**src/rtl/servo_pwm_bank.sv**
```systemverilog
// Multi-channel hobby-servo PWM generator.
// A shared frame counter sets the PWM period. A shared update tick paces the
// slew and jog modes. Each channel keeps a commanded width (pw_cur) and a
// shadow copy (pw_sh). The shadow is reloaded only on the last cycle of a
// frame, so a pulse that has already started is never cut short or stretched.
module servo_pwm_bank #(
  parameter int NCH        = 4,
  parameter int CTR_W      = 20,
  parameter int PERIOD_CYC = 1000000,
  parameter int MIN_PW     = 50000,
  parameter int MAX_PW     = 100000,
  parameter int INIT_PW    = 75000,
  parameter int STEP       = 500,
  parameter int UPDATE_CYC = 500000
) (
  input  logic                 clk,
  input  logic                 reset,
  input  logic [NCH-1:0]       enable,
  input  logic [2*NCH-1:0]     mode,
  input  logic [CTR_W*NCH-1:0] target,
  input  logic [NCH-1:0]       jog_up,
  input  logic [NCH-1:0]       jog_dn,
  output logic [NCH-1:0]       pwm_out,
  output logic [CTR_W*NCH-1:0] pw_cur,
  output logic [NCH-1:0]       at_target,
  output logic                 frame_start
);

  // Reject parameter sets that would let a width escape the frame or the counter.
  if (!(MIN_PW >= 0 && MIN_PW <= INIT_PW && INIT_PW <= MAX_PW &&
        MAX_PW < PERIOD_CYC && longint'(PERIOD_CYC) <= (longint'(1) << CTR_W) &&
        STEP >= 1 && UPDATE_CYC >= 1)) begin : g_bad_params
    $error("servo_pwm_bank: illegal parameter combination");
  end

  localparam int TICK_W = (UPDATE_CYC > 1) ? $clog2(UPDATE_CYC) : 1;

  localparam logic [CTR_W-1:0]  PER_LAST  = CTR_W'(PERIOD_CYC - 1);
  localparam logic [TICK_W-1:0] TICK_LAST = TICK_W'(UPDATE_CYC - 1);
  localparam logic [CTR_W-1:0]  MIN_V     = CTR_W'(MIN_PW);
  localparam logic [CTR_W-1:0]  MAX_V     = CTR_W'(MAX_PW);
  localparam logic [CTR_W-1:0]  INIT_V    = CTR_W'(INIT_PW);
  localparam logic [CTR_W:0]    MIN_X     = (CTR_W+1)'(MIN_PW);
  localparam logic [CTR_W:0]    MAX_X     = (CTR_W+1)'(MAX_PW);
  // A step larger than MAX_PW behaves exactly like a step of MAX_PW, because
  // every distance inside [MIN_PW, MAX_PW] is no larger than MAX_PW. Capping
  // the step here keeps pw_cur + STEP inside CTR_W+1 bits.
  localparam int                STEP_SAT  = (STEP > MAX_PW) ? MAX_PW : STEP;
  localparam logic [CTR_W:0]    STEP_X    = (CTR_W+1)'(STEP_SAT);

  localparam logic [1:0] MODE_DIRECT = 2'b00;
  localparam logic [1:0] MODE_SLEW   = 2'b01;
  localparam logic [1:0] MODE_JOG    = 2'b10;

  logic              r_run;
  logic [CTR_W-1:0]  r_period_cnt;
  logic [TICK_W-1:0] r_tick_cnt;
  logic              w_tick;
  logic              w_frame_last;

  // Frame and update-tick counters. r_run holds both counters at zero until
  // the first clock after reset, so frame 0 starts on that clock.
  // NOTE: sequential state uses non-blocking (<=) assignments so that every
  // flop samples values from before the edge, whatever order the blocks run in.
  always_ff @(posedge clk or posedge reset) begin
    if (reset) begin
      r_run        <= 1'b0;
      r_period_cnt <= '0;
      r_tick_cnt   <= '0;
    end else begin
      r_run <= 1'b1;
      if (r_run) begin
        r_period_cnt <= (r_period_cnt == PER_LAST) ? '0 : r_period_cnt + 1'b1;
        r_tick_cnt   <= (r_tick_cnt == TICK_LAST) ? '0 : r_tick_cnt + 1'b1;
      end
    end
  end

  assign w_tick       = r_run && (r_tick_cnt == TICK_LAST);
  assign w_frame_last = r_run && (r_period_cnt == PER_LAST);
  assign frame_start  = r_run && (r_period_cnt == '0);

  for (genvar i = 0; i < NCH; i++) begin : g_ch
    logic [CTR_W-1:0] w_tgt;
    logic [CTR_W-1:0] w_tclamp;
    logic [CTR_W-1:0] w_pw_nxt;
    logic [CTR_W-1:0] r_pw_cur;
    logic [CTR_W-1:0] r_pw_sh;
    logic             r_pwm;
    logic [1:0]       w_mode;
    logic [CTR_W:0]   w_cur_x;
    logic [CTR_W:0]   w_tc_x;
    logic [CTR_W:0]   w_diff_x;
    logic [CTR_W:0]   w_up_x;
    logic [CTR_W:0]   w_dn_x;

    assign w_tgt  = target[i*CTR_W +: CTR_W];
    assign w_mode = mode[2*i +: 2];

    // Saturate the requested width into the legal servo range.
    always_comb begin
      w_tclamp = w_tgt;
      if (w_tgt < MIN_V)      w_tclamp = MIN_V;
      else if (w_tgt > MAX_V) w_tclamp = MAX_V;
    end

    // One extra bit, so that sums cannot wrap and differences carry a sign.
    assign w_cur_x  = {1'b0, r_pw_cur};
    assign w_tc_x   = {1'b0, w_tclamp};
    assign w_diff_x = w_tc_x - w_cur_x;
    assign w_up_x   = w_cur_x + STEP_X;
    assign w_dn_x   = w_cur_x - STEP_X;

    // Next commanded width, selected by the channel mode.
    // NOTE: w_pw_nxt is given its hold value first, so every path through the
    // case assigns it and no latch is inferred.
    always_comb begin
      w_pw_nxt = r_pw_cur;
      case (w_mode)
        MODE_DIRECT: w_pw_nxt = w_tclamp;
        MODE_SLEW: begin
          if (w_tick) begin
            if (!w_diff_x[CTR_W]) begin
              w_pw_nxt = (w_diff_x <= STEP_X) ? w_tclamp : w_up_x[CTR_W-1:0];
            end else begin
              w_pw_nxt = ((w_cur_x - w_tc_x) <= STEP_X) ? w_tclamp : w_dn_x[CTR_W-1:0];
            end
          end
        end
        MODE_JOG: begin
          if (w_tick && jog_up[i] && !jog_dn[i]) begin
            w_pw_nxt = (w_up_x > MAX_X) ? MAX_V : w_up_x[CTR_W-1:0];
          end else if (w_tick && jog_dn[i] && !jog_up[i]) begin
            w_pw_nxt = (w_dn_x[CTR_W] || (w_dn_x < MIN_X)) ? MIN_V : w_dn_x[CTR_W-1:0];
          end
        end
        default: w_pw_nxt = r_pw_cur;
      endcase
    end

    // Commanded width, frame-aligned shadow copy, and the registered PWM output.
    always_ff @(posedge clk or posedge reset) begin
      if (reset) begin
        r_pw_cur <= INIT_V;
        r_pw_sh  <= INIT_V;
        r_pwm    <= 1'b0;
      end else begin
        r_pw_cur <= w_pw_nxt;
        if (w_frame_last) r_pw_sh <= r_pw_cur;
        r_pwm <= r_run && enable[i] && (r_period_cnt < r_pw_sh);
      end
    end

    assign pwm_out[i]                = r_pwm;
    assign pw_cur[i*CTR_W +: CTR_W] = r_pw_cur;
    assign at_target[i]              = (r_pw_cur == w_tclamp);
  end

endmodule

```
**config.mk**
```make
export PLATFORM = sky130hd
export DESIGN_NAME = servo_pwm_bank
export DESIGN_NICKNAME = d
export VERILOG_FILES = /design/src/rtl/servo_pwm_bank.sv
export SDC_FILE = /design/constraint.sdc
export NUM_CORES = 1
export LEC_CHECK = 0
export BUFFER_PORTS_ARGS = -buffer_cell sky130_fd_sc_hd__clkbuf_2
export CAP_MARGIN = 15
export CORE_MARGIN = 2
export CORE_UTILIZATION = 40
export CTS_CLUSTER_DIAMETER = 40
export CTS_CLUSTER_SIZE = 20
export DETAILED_ROUTE_END_ITERATION = 8
export PLACE_DENSITY = 0.69
export SYNTH_ARGS = -nofsm -noshare
export SYNTH_HDL_FRONTEND = slang
export SYNTH_SLANG_ARGS = --single-unit
```
**constraint.sdc**
```tcl
create_clock -name clk -period 6.55 [get_ports clk]
set_clock_uncertainty 0.05 [all_clocks]
set_input_delay 0.655 -clock clk [delete_from_list [all_inputs] [get_ports clk]]
set_output_delay 0.655 -clock clk [all_outputs]
set_load 0.02 [all_outputs]
```
### After elaboration in Yosys (flattened, before gate mapping)

Index checks and enable logic that the tools add are counted.

| word-level totals | value |
|---|---|
| output and inout port bits | 89 |
| word-level logic and storage cells | 181 |
| flip-flop bits (word level) | 204 |
| bits of input ports | 102 |

| cells by class | value |
|---|---|
| reductions and logical operators | 52 |
| $add $sub $neg | 18 |
| muxes and demuxes | 46 |
| equality and inequality tests | 22 |
| order comparisons | 28 |

Operators with widths:

| operator | number |
|---|---|
| two-way mux 20 bit | 41 |
| one-hot mux 20 bit (3 select lines) | 4 |
| <= comparator 21 x 9 -> 1 bit, second input constant | 8 |
| subtractor 20 x 20 -> 21 bit | 8 |
| adder 20 x 9 -> 21 bit, second input constant | 4 |
| greater-than comparator 21 x 17 -> 1 bit, second input constant | 4 |
| less-than comparator 21 x 16 -> 1 bit, second input constant | 4 |
| subtractor 20 x 9 -> 21 bit, second input constant | 4 |
| == test 20 bit | 4 |
| greater-than comparator 20 x 17 -> 1 bit, second input constant | 4 |
| less-than comparator 20 x 16 -> 1 bit, second input constant | 4 |
| less-than comparator 20 bit | 4 |
| logical AND 1 bit | 27 |
| adder 20 x 1 -> 20 bit, second input constant | 1 |
| == test 20 bit, second input constant | 1 |
| logical NOT 20 bit | 1 |
| adder 19 x 1 -> 19 bit, second input constant | 1 |
| == test 19 bit, second input constant | 1 |
| two-way mux 19 bit | 1 |
| != test 3 bit, second input constant | 4 |
| AND reduction 3 bit | 4 |
| nonzero test 3 bit | 4 |
| == test 2 x 1 -> 1 bit, second input constant | 4 |
| == test 2 bit, second input constant | 4 |
| other kinds (4) | 20 |

### Longest topological paths before layout

Gate-level depths: netlist of the first run.

| logic depth | value |
|---|---|
| word-level depth | 9 |
| depth in mapped cells | 24 |
| gate-level depth less buffers | 22 |

### Least setup slack after synthesis of the first run

OpenSTA, ideal clock, no wires.

| timing path | value |
|---|---|
| path type | input-to-reg |
| from | input port target[24] |
| to | register g_ch[1].r_pw_cur[6] |
| path buffers | 2 |
| setup time | 91 ps |
| stages | 24 |
| path slack | 724 ps |
| data arrival time | 5684 ps |
| data required time | 6409 ps |
| path through | or4_1 o21ai_0 a21oi_1 o211ai_1 a21oi_1 or4_1 nor2_1 nand2_1 inv_1 ha_1 clkbuf_1 a21oi_1 o22ai_1 o21ai_0 or3b_2 a211oi_1 xor2_1 o211ai_1 nor4_1 buf_2 nor2_1 a221o_1 a221oi_1 o22ai_1 |

| between the ends | value |
|---|---|
| longest elaborated chain between the ends | 9 |
| elaborated cells on any way between the ends | 13 |
| classes of those cells | add/sub: 2; order compare: 4; mux: 7 |

RTL lines:

| item | line | source |
|---|---|---|
| from (decl) | 20 | `input logic [CTR_W*NCH-1:0] target,` |
| greater-than comparator 20 x 17 -> 1 bit | 104 | `else if (w_tgt > MAX_V) w_tclamp = MAX_V;` |
| two-way mux 20 bit | 104 |  |
| two-way mux 20 bit (*) | 103 | `if (w_tgt < MIN_V) w_tclamp = MIN_V;` |
| subtractor 20 x 20 -> 21 bit (on tied branches) | 110, 126 |  |
| <= comparator 21 x 9 -> 1 bit (on tied branches) | 124, 126 |  |
| two-way mux 20 bit (on tied branches) | 124, 126 |  |
| two-way mux 20 bit | 123 | `if (!w_diff_x[CTR_W]) begin` |
| two-way mux 20 bit | 122 | `if (w_tick) begin` |
| one-hot mux 20 bit (3 select lines) (*) | 119 | `case (w_mode)` |
| to (signal assigned) | 148 | `r_pw_cur <= w_pw_nxt;` |
| to (decl) | 87 | `logic [CTR_W-1:0] r_pw_cur;` |

Mark *: on every way between the ends. The rest lies on a longest branch, timed or not. The select of a mux whose other input is x is not followed.
A chain may end at the register's enable or synchronous reset.

### Final worst setup path of the first run

| timing path | value |
|---|---|
| from | input port target[24] |
| to | register g_ch[1].r_pw_cur[2] |

The elaborated chain is that of the path after synthesis.

==> out/metrics.cfg, run 1 <==
[run_status]
outcome=finished clean

[global_routing]
antenna_found_initial=0
track_usage_pct=28.17
grt_pass1_wl_um=173100
grt_max_degree=100
grt_overflow=0
first_global_vias=30920

[timing]
report.final.slew_viol_count=0
clock.fmax_ghz=0.1613
tightest_slew_ns=1.108
rsz0062_at_grt=false
hold_viol_final=0
max_slew_margin_pct=25.53
layout_min_cycle_time_ns=6.200
setup_slack_ns=0.3498
setup_tns_ns=0
finalSetupViolations=0
timing.final.crit_share_pct=94.66
fin_hold_ws_ns=0.1844

[finish]
fin_nets=4598
syn_to_final_growth_pct=12.31
final_layout_size_suffix_gt1_share_pct=12.76
fillCellCount=7404
multi_input_area_mm2=0.02221
utilization_pct=45.35
finalInstanceArea_mm2=0.03309
seqCellArea_mm2=0.005185
stdcell_count=5230

[clock_tree]
numClockSinks=204
hold_buffers=0
cts_max_level=2
cts_tree=built
cts_made_buffers=44
cts_max_path_buffers=3
insertion_delay_ns=0.57
clkTransAtPathRegs_ns=0.04
cts_setup_buffers=0
cts_root_buf=clkbuf_16

[floorplanning]
core_mm2=0.07296
io_pins=191
die_h_um=275.4
die_w_um=275.4
initial_core_util_pct=40.38
dieArea_mm2=0.07584
rows=99

[critical_path]
startpoint=target[24]
critPathMaxFanout=13
cp.arrival_ns=6.62
start_kind=input port
crit_path_end_kind=flip-flop
cp_data_required_time_ns=6.97
r2r_start=g_ch[3].r_pw_cur[5]
path_class=in -> reg

[synth]
synth_mux_area_share_pct=1.312
synth_fa_ha_area_share_pct=11.13
synth-simple-area-share_pct=23.58
netlist_area_mm2=0.02946
synth_edf_count=0
ys.flop_type=dfrtp_1
synth_compound_area_share_pct=32.59
yosys-top-cells-count=nand2_1 (432), o21ai_0 (334), a21oi_1 (332)
seq_area_frac_synth_pct=17.60
synth_warnings=0
synth_xor_area_share_pct=6.388
syn_avg_cell_area_um2=7.154
ys_seq_elements=204
syn_inst=4118
synth_top_family_by_area=compound AO/OA/AOI/OAI gates
yosysTopAreaCell=dfrtp_1
synthMostInstantiatedCell=nand2_1
synth_top_cell_area_share_pct=11.89
async_reset_ff_share_pct=100.0
synthTopCellsByArea=dfrtp_1 (12%), ha_1 (11%), dfstp_2 (5.7%)
synth_cell_types=117

[place]
dp_hpwl_um=85300
post_dp_cell_area_mm2=0.03151
port_buffers=190
dp_slack_ns=-0.001740
dp.cells=5146
routabilityCongestion=1.016

[routing]
num_vias=33300
route.detailed.drc=0
dr.pass1.iters=7
wirelength_um=111300
ant_nets=0
viasPerCell=6.368
drt_iter0_drc=4189
routedWlPerCell_um=21.28

[pwr]
powerDensity_mw_per_mm2=302.4
p_leak_nw=14.18
power.total_mw=10.01
peakVddDrop_mv=0.2230

[min_path]
hold_path_class=in -> async

[flow_run]
maxCapViolCount=0

[layout make-up]
cell class                 instances  share of cell area (%)
inverter                         303                   3.460
clock inverter                    34                   1.248
multi-input combinational       3387                   67.14
sequential                       204                   15.67
tap                              959                   3.627
timing repair buffer             294                   5.347
antenna                            1                0.007563
clock buffer                      48                   3.498
[sequential cells by signal, indices dropped and copies added, names as in the netlist]
name and flops:
g_ch.r_pw_sh 80, g_ch.r_pwm 4, r_tick_cnt 19, r_period_cnt 20, r_run 1, g_ch.r_pw_cur 80
[worst max-delay path, stage by stage]
cell and delay (ns):
clkbuf_2 0.11, or4_1 0.53, o21ai_0 0.21, a21oi_1 0.15, o211ai_1 0.18, a21oi_1 0.10, or4_1 0.48, nor3_1 0.28
inv_1 0.08, ha_1 0.41, a211oi_1 0.30, o211a_1 0.23, o31ai_1 0.07, a31oi_1 0.37, o21ai_0 0.17, or3_1 0.37
a211oi_1 0.30, nor3b_1 0.34, buf_4 0.29, a21o_1 0.31, a21oi_1 0.19, o221ai_1 0.24, a21boi_0 0.23
[metal layers]
layer  global-route usage (%)  part of all wire [%]  vias up  wire [µm]
met3                    4.445                   9.2      299      10260
met5                        0                     0        -          0
met4                    10.16                   3.4        0       3811
met2                    45.05                    45     1845      50210
met1                    38.26                    42    15790      47010
li1                         -                     -    15370          -
[worst paths after layout]
kind | endpoint | slack [ns] | depth (start not counted)
min | g_ch[1].r_pwm | 0.18 | 2
max | g_ch[1].r_pw_cur[2] | 0.35 | 23
min reg2reg | g_ch[2].r_pw_sh[0] | 0.43 | 2
min in group clk | g_ch[3].r_pw_cur[0] | 0.37 | 2
max in group asynchronous | g_ch[3].r_pw_cur[14] | 4.87 | 3
max reg2reg | g_ch[3].r_pw_cur[14] | 1.14 | 16
[kinds of logic after synthesis]
| group | Yosys count |
|---|---|
| AOI/OAI and AO/OA | 1449 |
| buffers and inverters | 550 |
| other | 2 |
| muxes | 36 |
| and+or+nand+nor | 1401 |
| xor gates and xnor gates | 214 |
| adders and majority gates | 262 |
| DFF | 204 |
[cell usage in the layout, fill, tap and decap left out, drive strengths merged, types with 25 or more instances in the layout]
cell and count:
buf 104, nand4 70, nor2 288, xor2 47, o211ai 56, nand2b 36, a21o 141, o22ai 53
a31oi 58, nand3 135, nor4 49, ha 262, o21a 41, a211oi 66, and3 50, o21ai 343
conb 25, clkbuf 238, nand2 432, xnor2 167, and2 38, nor3 111, dfstp 64, inv 303
o31ai 33, dfrtp 140, nor2b 28, a221oi 36, or3 42, a21oi 334
[power by group]
part | internal (mW) | total [mW] | switching (mW)
registers | 1.45 | 1.99 | 0.540
clock network | 1.51 | 2.37 | 0.861
logic | 2.16 | 5.65 | 3.49
[repair_timing]
action | in CTS | in global routing
endpoints found under the setup margin | 0 | 2
hold endpoints to repair | 0 | 0
gates resized for setup | 0 | 1
(Power assumes the default switching activity.)
==> inputs of run 2 (changes only) <==
Settings changed: CTS_BUF_LIST set to sky130_fd_sc_hd__clkbuf_4 sky130_fd_sc_hd__clkbuf_8 sky130_fd_sc_hd__clkbuf_16, RECOVER_POWER set to 25.
==> run 2 against run 1 <==
Net effect:
- the run now ends with capacitance limit, slew limit left
- largest power group unchanged
- total power up 0.16%
- global-route usage about the same
- critical path depth unchanged
- largest cell class unchanged
- highest routed layer unchanged
- utilization about the same
==> out/metrics.cfg, run 2 (synthesized netlist as in run 1, its figures left out) <==
[routing]
met1Wirelength_um=47050  ; about the same
viasPerCell=6.364  ; about the same
routedWlPerCell_um=21.31  ; +0.12%
wl_met3_um=10300  ; +0.35%
route.detailed.drc=0  ; unchanged
dr.pass1.iters=6  ; -1
dr_wl_met2_um=50270  ; +0.10%
drt_iter0_drc=4117  ; -1.7%
ant_nets=0  ; unchanged
routed.top_layer=met4
wirelength_um=111400  ; +0.12%
num_vias=33290  ; -0.051%

[critical_path]
start_kind=input port
cpPeakStageDelay_ns=0.53  ; about the same
cp.arrival_ns=6.61  ; about the same
reg2reg_depth=16  ; unchanged
r2r_start=g_ch[3].r_pw_cur[5]
crit_chain=clkbuf_2, or4_1, o21ai_0, a21oi_1, o211ai_1, a21oi_1, or4_1, nor3_1, inv_1, ha_1, a211oi_1, o211a_1, o31ai_1, a31oi_1, o21ai_0, or3_1, a211oi_1, nor3b_1, buf_4, a21o_1, a21oi_1, o221ai_1, a21boi_0
endpoint=g_ch[1].r_pw_cur[2]
cpMaxStageDelayCell=or4_1
crit_cells=23  ; unchanged
crit_path_end_kind=flip-flop
cp_data_required_time_ns=6.98  ; about the same
regToRegEndpoint=g_ch[3].r_pw_cur[14]
critPathMaxFanout=13  ; unchanged
critical_path.top_delay_family=compound AO/OA/AOI/OAI gates
critPathMostFrequentCell=a21oi_1
path_buf_inv=3  ; unchanged
startpoint=target[24]
path_class=in -> reg
r2r_slack_ns=1.17  ; +0.03 ns

[global_routing]
grt_max_degree=100  ; unchanged
track_usage_pct=28.18  ; about the same
grt_pass1_wl_um=173100  ; about the same
first_global_vias=30930  ; +0.019%
grt_overflow=0  ; unchanged
antenna_found_initial=0  ; unchanged

[finish]
largestRegisters=g_ch.r_pw_cur: 80 flops, g_ch.r_pw_sh: 80 flops, r_period_cnt: 20 flops
layout_common_cells=nand2_1 (432), o21ai_0 (334), a21oi_1 (332)
utilization_pct=45.34  ; about the same
syn_to_final_growth_pct=12.29  ; about the same
mostFrequentLayoutCell=nand2_1
fin_nets=4598  ; unchanged
fillCellCount=7406  ; +0.027%
final_layout_size_suffix_gt1_share_pct=12.76  ; unchanged

[pwr]
p_comb_share_pct=56.4  ; about the same
intPower_mw=5.125  ; about the same
p_sw_mw=4.899  ; +0.24%
peakVddDrop_mv=0.2245  ; +0.70%
powerDensity_mw_per_mm2=303.0  ; +0.18%
swShare_pct=48.87  ; about the same
power_frac_clock_pct=23.7  ; about the same
power.share.sequential_pct=19.9  ; about the same
p_leak_nw=14.18  ; about the same

[clock_tree]
cts_max_path_buffers=3  ; unchanged
clkTransAtPathRegs_ns=0.04  ; about the same
cts_tree=built
cts_made_buffers=44  ; unchanged
cts_resized=0  ; unchanged
cts_max_level=2  ; unchanged
insertion_delay_ns=0.57  ; about the same
cts_root_buf=clkbuf_16
cts_setup_buffers=0  ; unchanged
numClockSinks=204  ; unchanged
hold_buffers=0  ; unchanged

[floorplanning]
io_pins=191  ; unchanged
initial_core_util_pct=40.38  ; unchanged
die_h_um=275.4  ; unchanged
rows=99  ; unchanged
core_mm2=0.07296  ; unchanged
dieArea_mm2=0.07584  ; unchanged
die_w_um=275.4  ; unchanged

[timing]
clock.fmax_ghz=0.1617  ; +0.23%
layout_min_cycle_time_ns=6.186  ; -0.01433 ns
timing.final.crit_share_pct=94.44  ; -0.22 points
fin_hold_ws_ns=0.3642  ; +0.1798 ns
tightest_slew_ns=5.000  ; +3.891 ns
hold_viol_final=0  ; unchanged
report.final.slew_viol_count=100  ; +100
rsz0062_at_grt=false
max_slew_margin_pct=-235.1  ; -260 points
finalSetupViolations=0  ; unchanged
setup_slack_ns=0.3641  ; +0.01433 ns
setup_tns_ns=0  ; unchanged

[flow_run]
maxCapViolCount=1  ; +1

[run_status]
violations=capacitance limit, slew limit
outcome=finished, violations left

[place]
routabilityCongestion=1.016  ; unchanged
dp_slack_ns=-0.001740  ; unchanged
dp_hpwl_um=85300  ; unchanged
port_buffers=190  ; unchanged

[min_path]
hold_path_class=in -> reg

-- run 2: per-layer routing --
layer / GRT usage (%) / vias up
met5: 0 / -
met4: 10.16 / 0
met3: 4.445 / 309
met2: 45.07 / 1864
met1: 38.27 / 15750
li1: - / 15360
-- run 2: final cells by class --
type | count | area [µm²] | area share, %
antenna | 1 | 2.502 | 0.007565
clock buffer | 48 | 1161 | 3.510
clock inverter | 34 | 412.9 | 1.248
inverter | 303 | 1139 | 3.442
multi-input combinational | 3387 | 22210 | 67.15
sequential | 204 | 5185 | 15.67
tap | 959 | 1200 | 3.627
timing repair buffer | 294 | 1765 | 5.337
-- run 2: worst min-delay path by stage --
stage / slack, ns / startpoint / cells after the start / to
floorplan: 0.40 / g_ch[0].r_pw_sh[0] / 2 / g_ch[0].r_pw_sh[0]
global placement: 0.41 / g_ch[0].r_pw_sh[0] / 2 / g_ch[0].r_pw_sh[0]
detailed placement: 0.42 / g_ch[0].r_pw_sh[0] / 2 / g_ch[0].r_pw_sh[0]
CTS: 0.22 / reset / 2 / g_ch[1].r_pwm
global route: 0.40 / target[21] / 3 / g_ch[1].r_pw_cur[1]
finish: 0.36 / target[60] / 2 / g_ch[3].r_pw_cur[0]
-- run 2: power groups by stage --
stage / clock, mW / sequential [mW] / combinational [mW]
2_1_floorplan: 0 / 1.76 / 4.10
3_3_place_gp: 0 / 2.00 / 5.43
3_5_place_dp: 0 / 2.00 / 5.45
4_1_cts: 2.40 / 1.98 / 5.49
5_1_grt: 2.46 / 2.02 / 6.13
6_report: 2.38 / 2.00 / 5.65
-- run 2: per-stage QoR --
step	total power, mW	cell area (µm²)	std cells
floorplan	5.859	29550	4141
global placement	7.422	31510	5146
detailed placement	7.448	31510	5146
CTS	9.864	33080	5228
global route	10.61	33080	5229
finish	10.02	33080	5230
